**config.mk**
```make
export PLATFORM = sky130hd
export DESIGN_NAME = operand_entry
export DESIGN_NICKNAME = d
export VERILOG_FILES = /design/src/rtl/operand_entry_pkg.sv /design/src/rtl/operand_entry_key_debounce.sv /design/src/rtl/operand_entry.sv
export SDC_FILE = /design/constraint.sdc
export NUM_CORES = 1
export LEC_CHECK = 0
export BUFFER_PORTS_ARGS = -buffer_cell sky130_fd_sc_hd__buf_2
export CAP_MARGIN = 15
export CORE_ASPECT_RATIO = 1.75
export CORE_MARGIN = 8
export CORE_UTILIZATION = 55
export CTS_BUF_LIST = sky130_fd_sc_hd__clkbuf_8
export DETAILED_ROUTE_END_ITERATION = 8
export PLACE_DENSITY = 0.74
export SLEW_MARGIN = 40
export SYNTH_ARGS = -nofsm -noshare
export SYNTH_HDL_FRONTEND = slang
export SYNTH_HIERARCHICAL = 1
export SYNTH_SLANG_ARGS = --single-unit
export TNS_END_PERCENT = 5
```
**constraint.sdc**
```tcl
create_clock -name clk -period 4.3 [get_ports clk]
set_input_delay 0.43 -clock clk [delete_from_list [all_inputs] [get_ports clk]]
set_output_delay 0.43 -clock clk [all_outputs]
set_load 0.005 [all_outputs]
```
**src/rtl/operand_entry_pkg.sv**
```systemverilog
// Shared state encoding, LED codes and defaults for the calculator operand entry stage.
package operand_entry_pkg;

   typedef enum logic [1:0] {
      EMPTY  = 2'd0,
      HAVE_A = 2'd1,
      HAVE_B = 2'd2,
      READY  = 2'd3
   } state_e;

   // LEDs are active-low
   localparam logic [2:0] LED_EMPTY  = 3'b110;
   localparam logic [2:0] LED_HAVE_A = 3'b101;
   localparam logic [2:0] LED_HAVE_B = 3'b011;
   localparam logic [2:0] LED_READY  = 3'b001;

   localparam int unsigned DEBOUNCE_CYCLES_DEFAULT = 250000;

   function automatic logic [2:0] state_led(input state_e s);
      logic [2:0] code;
      code = LED_EMPTY;
      case (s)
         EMPTY:   code = LED_EMPTY;
         HAVE_A:  code = LED_HAVE_A;
         HAVE_B:  code = LED_HAVE_B;
         READY:   code = LED_READY;
         default: code = LED_EMPTY;
      endcase
      return code;
   endfunction

endpackage

```
**src/rtl/operand_entry_key_debounce.sv**
```systemverilog
// Active-low push-button conditioner: 2-FF synchroniser, stability counter,
// accepted (stable) level and a one-cycle press event on each 1->0 of that level.
module key_debounce
   import operand_entry_pkg::*;
#(
   parameter int unsigned DEBOUNCE_CYCLES = DEBOUNCE_CYCLES_DEFAULT
) (
   input  logic clk,
   input  logic rst,
   input  logic key_n,
   output logic stable,
   output logic press
);

   localparam int unsigned   CW       = $clog2(DEBOUNCE_CYCLES);
   localparam logic [CW-1:0] CNT_LAST = CW'(DEBOUNCE_CYCLES - 1);

   logic [1:0]    sync;
   logic [CW-1:0] cnt;
   logic          stable_q;

   always_ff @(posedge clk) begin
      if (rst) begin
         sync     <= '1;
         cnt      <= '0;
         stable   <= 1'b1;
         stable_q <= 1'b1;
      end else begin
         sync     <= {sync[0], key_n};
         stable_q <= stable;
         // Any cycle agreeing with the accepted level restarts the count
         if (sync[1] == stable) begin
            cnt <= '0;
         end else if (cnt == CNT_LAST) begin
            stable <= sync[1];
            cnt    <= '0;
         end else begin
            cnt <= cnt + 1'b1;
         end
      end
   end

   assign press = stable_q & ~stable;

endmodule

```
**src/rtl/operand_entry.sv**
```systemverilog
// Calculator input stage: debounced keys load operands A/B from the active-low
// switches, sequence EMPTY/HAVE_A/HAVE_B/READY and drive status LEDs.
module operand_entry
   import operand_entry_pkg::*;
#(
   parameter int unsigned W               = 4,
   parameter int unsigned DEBOUNCE_CYCLES = DEBOUNCE_CYCLES_DEFAULT
) (
   input  logic         clk,
   input  logic         rst,
   input  logic [W-1:0] in_number,
   input  logic [1:0]   key,
   output logic [W-1:0] reg_1,
   output logic [W-1:0] reg_2,
   output logic [W-1:0] ind,
   output logic [2:0]   led,
   output logic         operands_valid,
   output logic         load_pulse
);

   logic [W-1:0] num_s1, num_s2, operand;
   logic [1:0]   key_press;
   logic [1:0]   key_level_unused;   // only press events drive the sequencer
   state_e       state, state_nxt;
   logic [W-1:0] reg_1_nxt, reg_2_nxt, ind_nxt;
   logic         pulse_nxt;

   key_debounce #(.DEBOUNCE_CYCLES(DEBOUNCE_CYCLES)) u_key_a (
      .clk    (clk),
      .rst    (rst),
      .key_n  (key[0]),
      .stable (key_level_unused[0]),
      .press  (key_press[0])
   );

   key_debounce #(.DEBOUNCE_CYCLES(DEBOUNCE_CYCLES)) u_key_b (
      .clk    (clk),
      .rst    (rst),
      .key_n  (key[1]),
      .stable (key_level_unused[1]),
      .press  (key_press[1])
   );

   assign operand = ~num_s2;

   always_comb begin
      state_nxt = state;
      reg_1_nxt = reg_1;
      reg_2_nxt = reg_2;
      ind_nxt   = ind;
      pulse_nxt = 1'b0;
      case (key_press)
         2'b11: begin
            state_nxt = EMPTY;
            reg_1_nxt = '0;
            reg_2_nxt = '0;
            ind_nxt   = '0;
         end
         2'b01: begin
            reg_1_nxt = operand;
            ind_nxt   = operand;
            pulse_nxt = 1'b1;
            if (state == EMPTY)       state_nxt = HAVE_A;
            else if (state == HAVE_B) state_nxt = READY;
         end
         2'b10: begin
            reg_2_nxt = operand;
            ind_nxt   = operand;
            pulse_nxt = 1'b1;
            if (state == EMPTY)       state_nxt = HAVE_B;
            else if (state == HAVE_A) state_nxt = READY;
         end
         default: ;
      endcase
   end

   always_ff @(posedge clk) begin
      if (rst) begin
         num_s1         <= '1;
         num_s2         <= '1;
         state          <= EMPTY;
         reg_1          <= '0;
         reg_2          <= '0;
         ind            <= '0;
         led            <= LED_EMPTY;
         operands_valid <= 1'b0;
         load_pulse     <= 1'b0;
      end else begin
         num_s1         <= in_number;
         num_s2         <= num_s1;
         state          <= state_nxt;
         reg_1          <= reg_1_nxt;
         reg_2          <= reg_2_nxt;
         ind            <= ind_nxt;
         led            <= state_led(state_nxt);
         operands_valid <= (state_nxt == READY);
         load_pulse     <= pulse_nxt;
      end
   end

endmodule

```
Word level (Yosys, flattened, before mapping)
Cells that the tools add are included.
Storage, ports and cells
  flip-flop bits (word level): 71
  input bits: 8
  word-level logic and storage cells: 58
Operators by class
  add/sub/neg operators: 2
  equal/unequal tests: 12
  multiplexer cells: 10
  bitwise operators: 7
  reduce and logical (&&, ||, !) cells: 10
Operators by type and width (number)
  adder 18 x 1 -> 18 bit (second input constant): 2
  == test 18 bit (second input constant): 2
  case mux 4 bit (2 select lines): 3
  case mux 3 bit (4 select lines): 1
  == test 2 bit (second input constant): 5
  2-to-1 mux 2 bit: 4
  == test 2 x 1 -> 1 bit (second input constant): 3
  case mux 2 bit (3 select lines): 1
  nonzero test 2 bit: 3
  OR reduction 3 bit: 2
  logical NOT 2 bit: 2
  NOT 1 bit: 4
  NOT 4 bit: 1
  AND reduction 2 bit: 2
  bitwise AND 1 bit: 2
  == test 1 bit: 2
  OR reduction 2 bit: 1
  2-to-1 mux 1 bit: 1

Longest topological paths before layout
  depth after elaboration: 6
  gate-level depth with buffers: 6

Cells and area by module
The synthesis kept the hierarchy.
By module, submodules not included
  key_debounce: instances 2, cells an instance 105, area each 967.2 um2
  operand_entry: instances 1, cells an instance 92, area each 1006.0 um2

Least setup slack after synthesis
No wires, ideal clock.
  path type: register to register
  start point: register u_key_a.cnt[6]
  end point: register u_key_a.cnt[10]
  data arrival time: 1481 ps
  required time: 4185 ps
  path slack: 2705 ps
  cell stages (with the launch flop): 7
  path buffers: 2
  clock period less this slack: 1595 ps
  cell sequence: dfxtp_1 clkbuf_1 nor4b_1 nand4b_1 o31ai_4 buf_4 nor2_1
On the way
  cells in the longest elaborated chain, start to end: 2
Ends and longest elaborated chain
  start, declared: RTL line operand_entry_key_debounce.sv:19  | logic [CW-1:0] cnt;
  start signal, assigned: RTL line operand_entry_key_debounce.sv:38  | cnt <= cnt + 1'b1;
  branches (longest 2 deep; another with adder 18 x 1 -> 18 bit)
Parallel ways; which one is timed is not known.
A chain may end at the register's enable or synchronous reset.

Worst setup path in the final report
  start point: register u_key_b.cnt[0]
  end point: register u_key_b.cnt[11]
On the way
  cells in the longest elaborated chain, start to end: 2
Ends and longest elaborated chain (RTL line)
  start, declared: operand_entry_key_debounce.sv:19
  start signal, assigned: operand_entry_key_debounce.sv:38
  branches (longest 2 deep; another with adder 18 x 1 -> 18 bit)
Parallel ways; which one is timed is not known.

==> impl_metrics.tcl <==
set metrics [dict create \
    status "completed" \
    diodes 0 \
    area_growth_syn_to_layout_pct 13.7 \
    ant_nets 0 \
    finalWorstSetupSlack_ns 2.39 \
    cts_buffer_depth 2 \
    netlist_area_sq_um 2940 \
    n_fill_cell 442 \
    core_area_sq_um 5210 \
    vias 2143 \
    post_dp_cell_area_sq_um 3070 \
    synth.avg_cell_area_sq_um 9.74 \
    critPathCaptureType "register" \
    post-route-period-util_pct 44.5 \
    required_ns 4.49 \
    peakVddDrop_mv 0.245 \
    cts_inserted_buffers 9 \
    pre_cts_ws_ns 2.35 \
    syn_inst 302 \
    yosys.cell_types.count 36 \
    routed_wl_microns 5350 \
    period_needed_ns 1.91 \
    top_usage_layer "met2" \
    num_rows 35 \
    htree_levels 3 \
    wl_per_cell_microns 13.7 \
    clkSinkCount 71 \
    drive_gt1_share_pct 19.5 \
    hold_violations 0 \
    drc 0 \
    crit_path_start_kind "register" \
    synth_seq_area_share_pct 48.3 \
    synth-seq-cells 71 \
    cts_tree "yes" \
    io_pins 25 \
    maxCapViolCount 0 \
    rsz0062_at_grt "no" \
    cp.arrival_ns 2.11 \
    track_usage_pct 14.3 \
    die_area_sq_um 8030 \
    max-slew-margin-rel_pct 50.8 \
    worst_r2r_startpoint "u_key_b/cnt[0]" \
    crit_path_max_fanout 18 \
    cts_root_buffer "clkbuf_8" \
    final_cell_mix "71 x dfxtp_1, 44 x nor2_1, 30 x xnor2_1, 24 x buf_2" \
    grt_pass1_wl_microns 9270 \
    finalSetupViolations 0 \
    nets 343 \
    dr.first_iter.drc_count 89 \
    post_cts_buffers 0 \
    whs_ns 0.267 \
    fin_util_pct 64.1 \
    seqCellArea_sq_um 1420 \
    grt_pass1_vias 2112 \
    die_w_microns 71.3 \
    clkTransAtPathRegs_ns 0.08 \
    grt_start_max_net_pins 38 \
    antenna_found_initial 0 \
    stdcell_area_sq_um 3340 \
    hold_buffers 0 \
    gp_congestion 0.841 \
    dp_hpwl_microns 3850 \
    crit_path_start "u_key_b/cnt[0]" \
    clock-skew-final_ns 0.00873 \
    yosysWarnings 6 \
    worst_pin_slew_ns 0.738 \
    ctsResizeCount 0 \
    fin_setup_tns_ns 0 \
    die_y_microns 113 \
    viasPerCell 5.51 \
    power.density_nw_per_um2 412 \
    fmax_ghz 0.522 \
    syn_nets 316 \
    hold_class "in2reg" \
    met3_usage_pct 4.78 \
    worstHoldStart "key[1]" \
    worstSkewPairLatency_ns 0.34 \
    critPathKind "reg2reg" \
    use_met1_pct 13.8 \
    initial_core_util_pct 56.4 \
    dr.pass1.iters 4 \
    place.port_buffers 24 \
    grtUsageMet2_pct 26.3 \
    overflow 0 \
    final_common_cell "dfxtp_1" \
    p_leak_nw 1.10 \
    multi_input_comb_area_sq_um 1420 \
    slew_viol_final 0 \
]
## cells by family (layout without fill, tap and decap cells)
group,count (synthesis),after routing,share of synthesized area [%]
xor gates and xnor gates,32,32,9.53
and+or+nand+nor,146,146,29.0
AOI/OAI and AO/OA,25,25,6.47
adders and majority gates,6,6,2.55
muxes,2,2,0.681
DFF,71,71,48.3
buffers and inverters,20,52,3.45
## critical path: stages, from the launching register on
cell	delay, ns
dfxtp_1	0.42
ha_1	0.25
nand4_1	0.23
o31ai_4	0.73
nor2_1	0.13
## state kept, by name (all words and copies together) (netlist names)
signal,cells
u_key_b/cnt,18
reg_1,4
u_key_a/cnt,18
ind,4
num_s2,4
u_key_b/stable_q,1
reg_2,4
led,3
num_s1,4
u_key_a/sync,2
u_key_a/stable_q,1
u_key_a/stable,1
state,2
load_pulse,1
u_key_b/stable,1
operands_valid,1
u_key_b/sync,2
## per-stage QoR
| stage | std cells | power, mW |
|---|---|---|
| global route | 389 | 1.42 |
| finish | 389 | 1.38 |
| CTS | 389 | 1.39 |
| floorplan | 302 | 0.694 |
| global placement | 373 | 0.699 |
| detailed placement | 373 | 0.699 |
## routing by layer
metal  vias to the layer above  share of wire [%]  routed length [microns]
met1                       993                 39                     2090
met5                         -                  0                        0
met2                        51                 54                     2870
met4                         0                1.7                       90
met3                         9                5.6                      300
li1                       1090                  -                        -
## path summary, 6_finish.rpt
check	endpoint	slack (ns)	cells after the start
worst max-delay path	u_key_b/cnt[11]	2.39	4
worst min-delay path	u_key_b/sync[0]	0.27	2
worst max register to register	u_key_b/cnt[11]	2.39	4
worst min register to register	num_s2[2]	0.41	1
## power breakdown
part	switching [mW]	internal (mW)	leakage [nW]	total, mW
Sequential	0.00288	0.663	0.575	0.666
Combinational	0.0102	0.00762	0.397	0.0179
Clock	0.248	0.446	0.130	0.694
## area by class of cell
| type | instances | share of cell area (%) |
|---|---|---|
| Clock buffer | 9 | 3.71 |
| Clock inverter | 7 | 4.34 |
| Inverter | 12 | 1.35 |
| Multi-Input combinational cell | 211 | 42.4 |
| Sequential cell | 71 | 42.5 |
| Tap cell | 55 | 2.06 |
| Timing Repair Buffer | 24 | 3.59 |
## cells in the mapped netlist, drive strengths merged
cell	n	area share, %
a21o	2	0.51
or3b	12	3.6
nand2	10	1.4
nor4b	4	1.2
a41oi	1	0.30
or2	12	2.6
xnor2	30	8.9
nand4	10	3.6
a221oi	1	0.30
or3	2	0.43
a21oi	16	3.2
nor2b	3	0.64
or4	2	0.51
clkbuf	3	0.38
nor3	10	1.7
nand4b	2	0.60
inv	12	1.5
mux2i	2	0.68
nand2b	8	1.8
or2b	3	0.77
o31ai	4	2.0
dfxtp	71	48
nand3	12	2.0
buf	5	1.5
nor2	44	5.6
o21ai	1	0.17
ha	6	2.6
xor2	2	0.60
nor4	12	2.6
(Power assumes the default switching activity.)
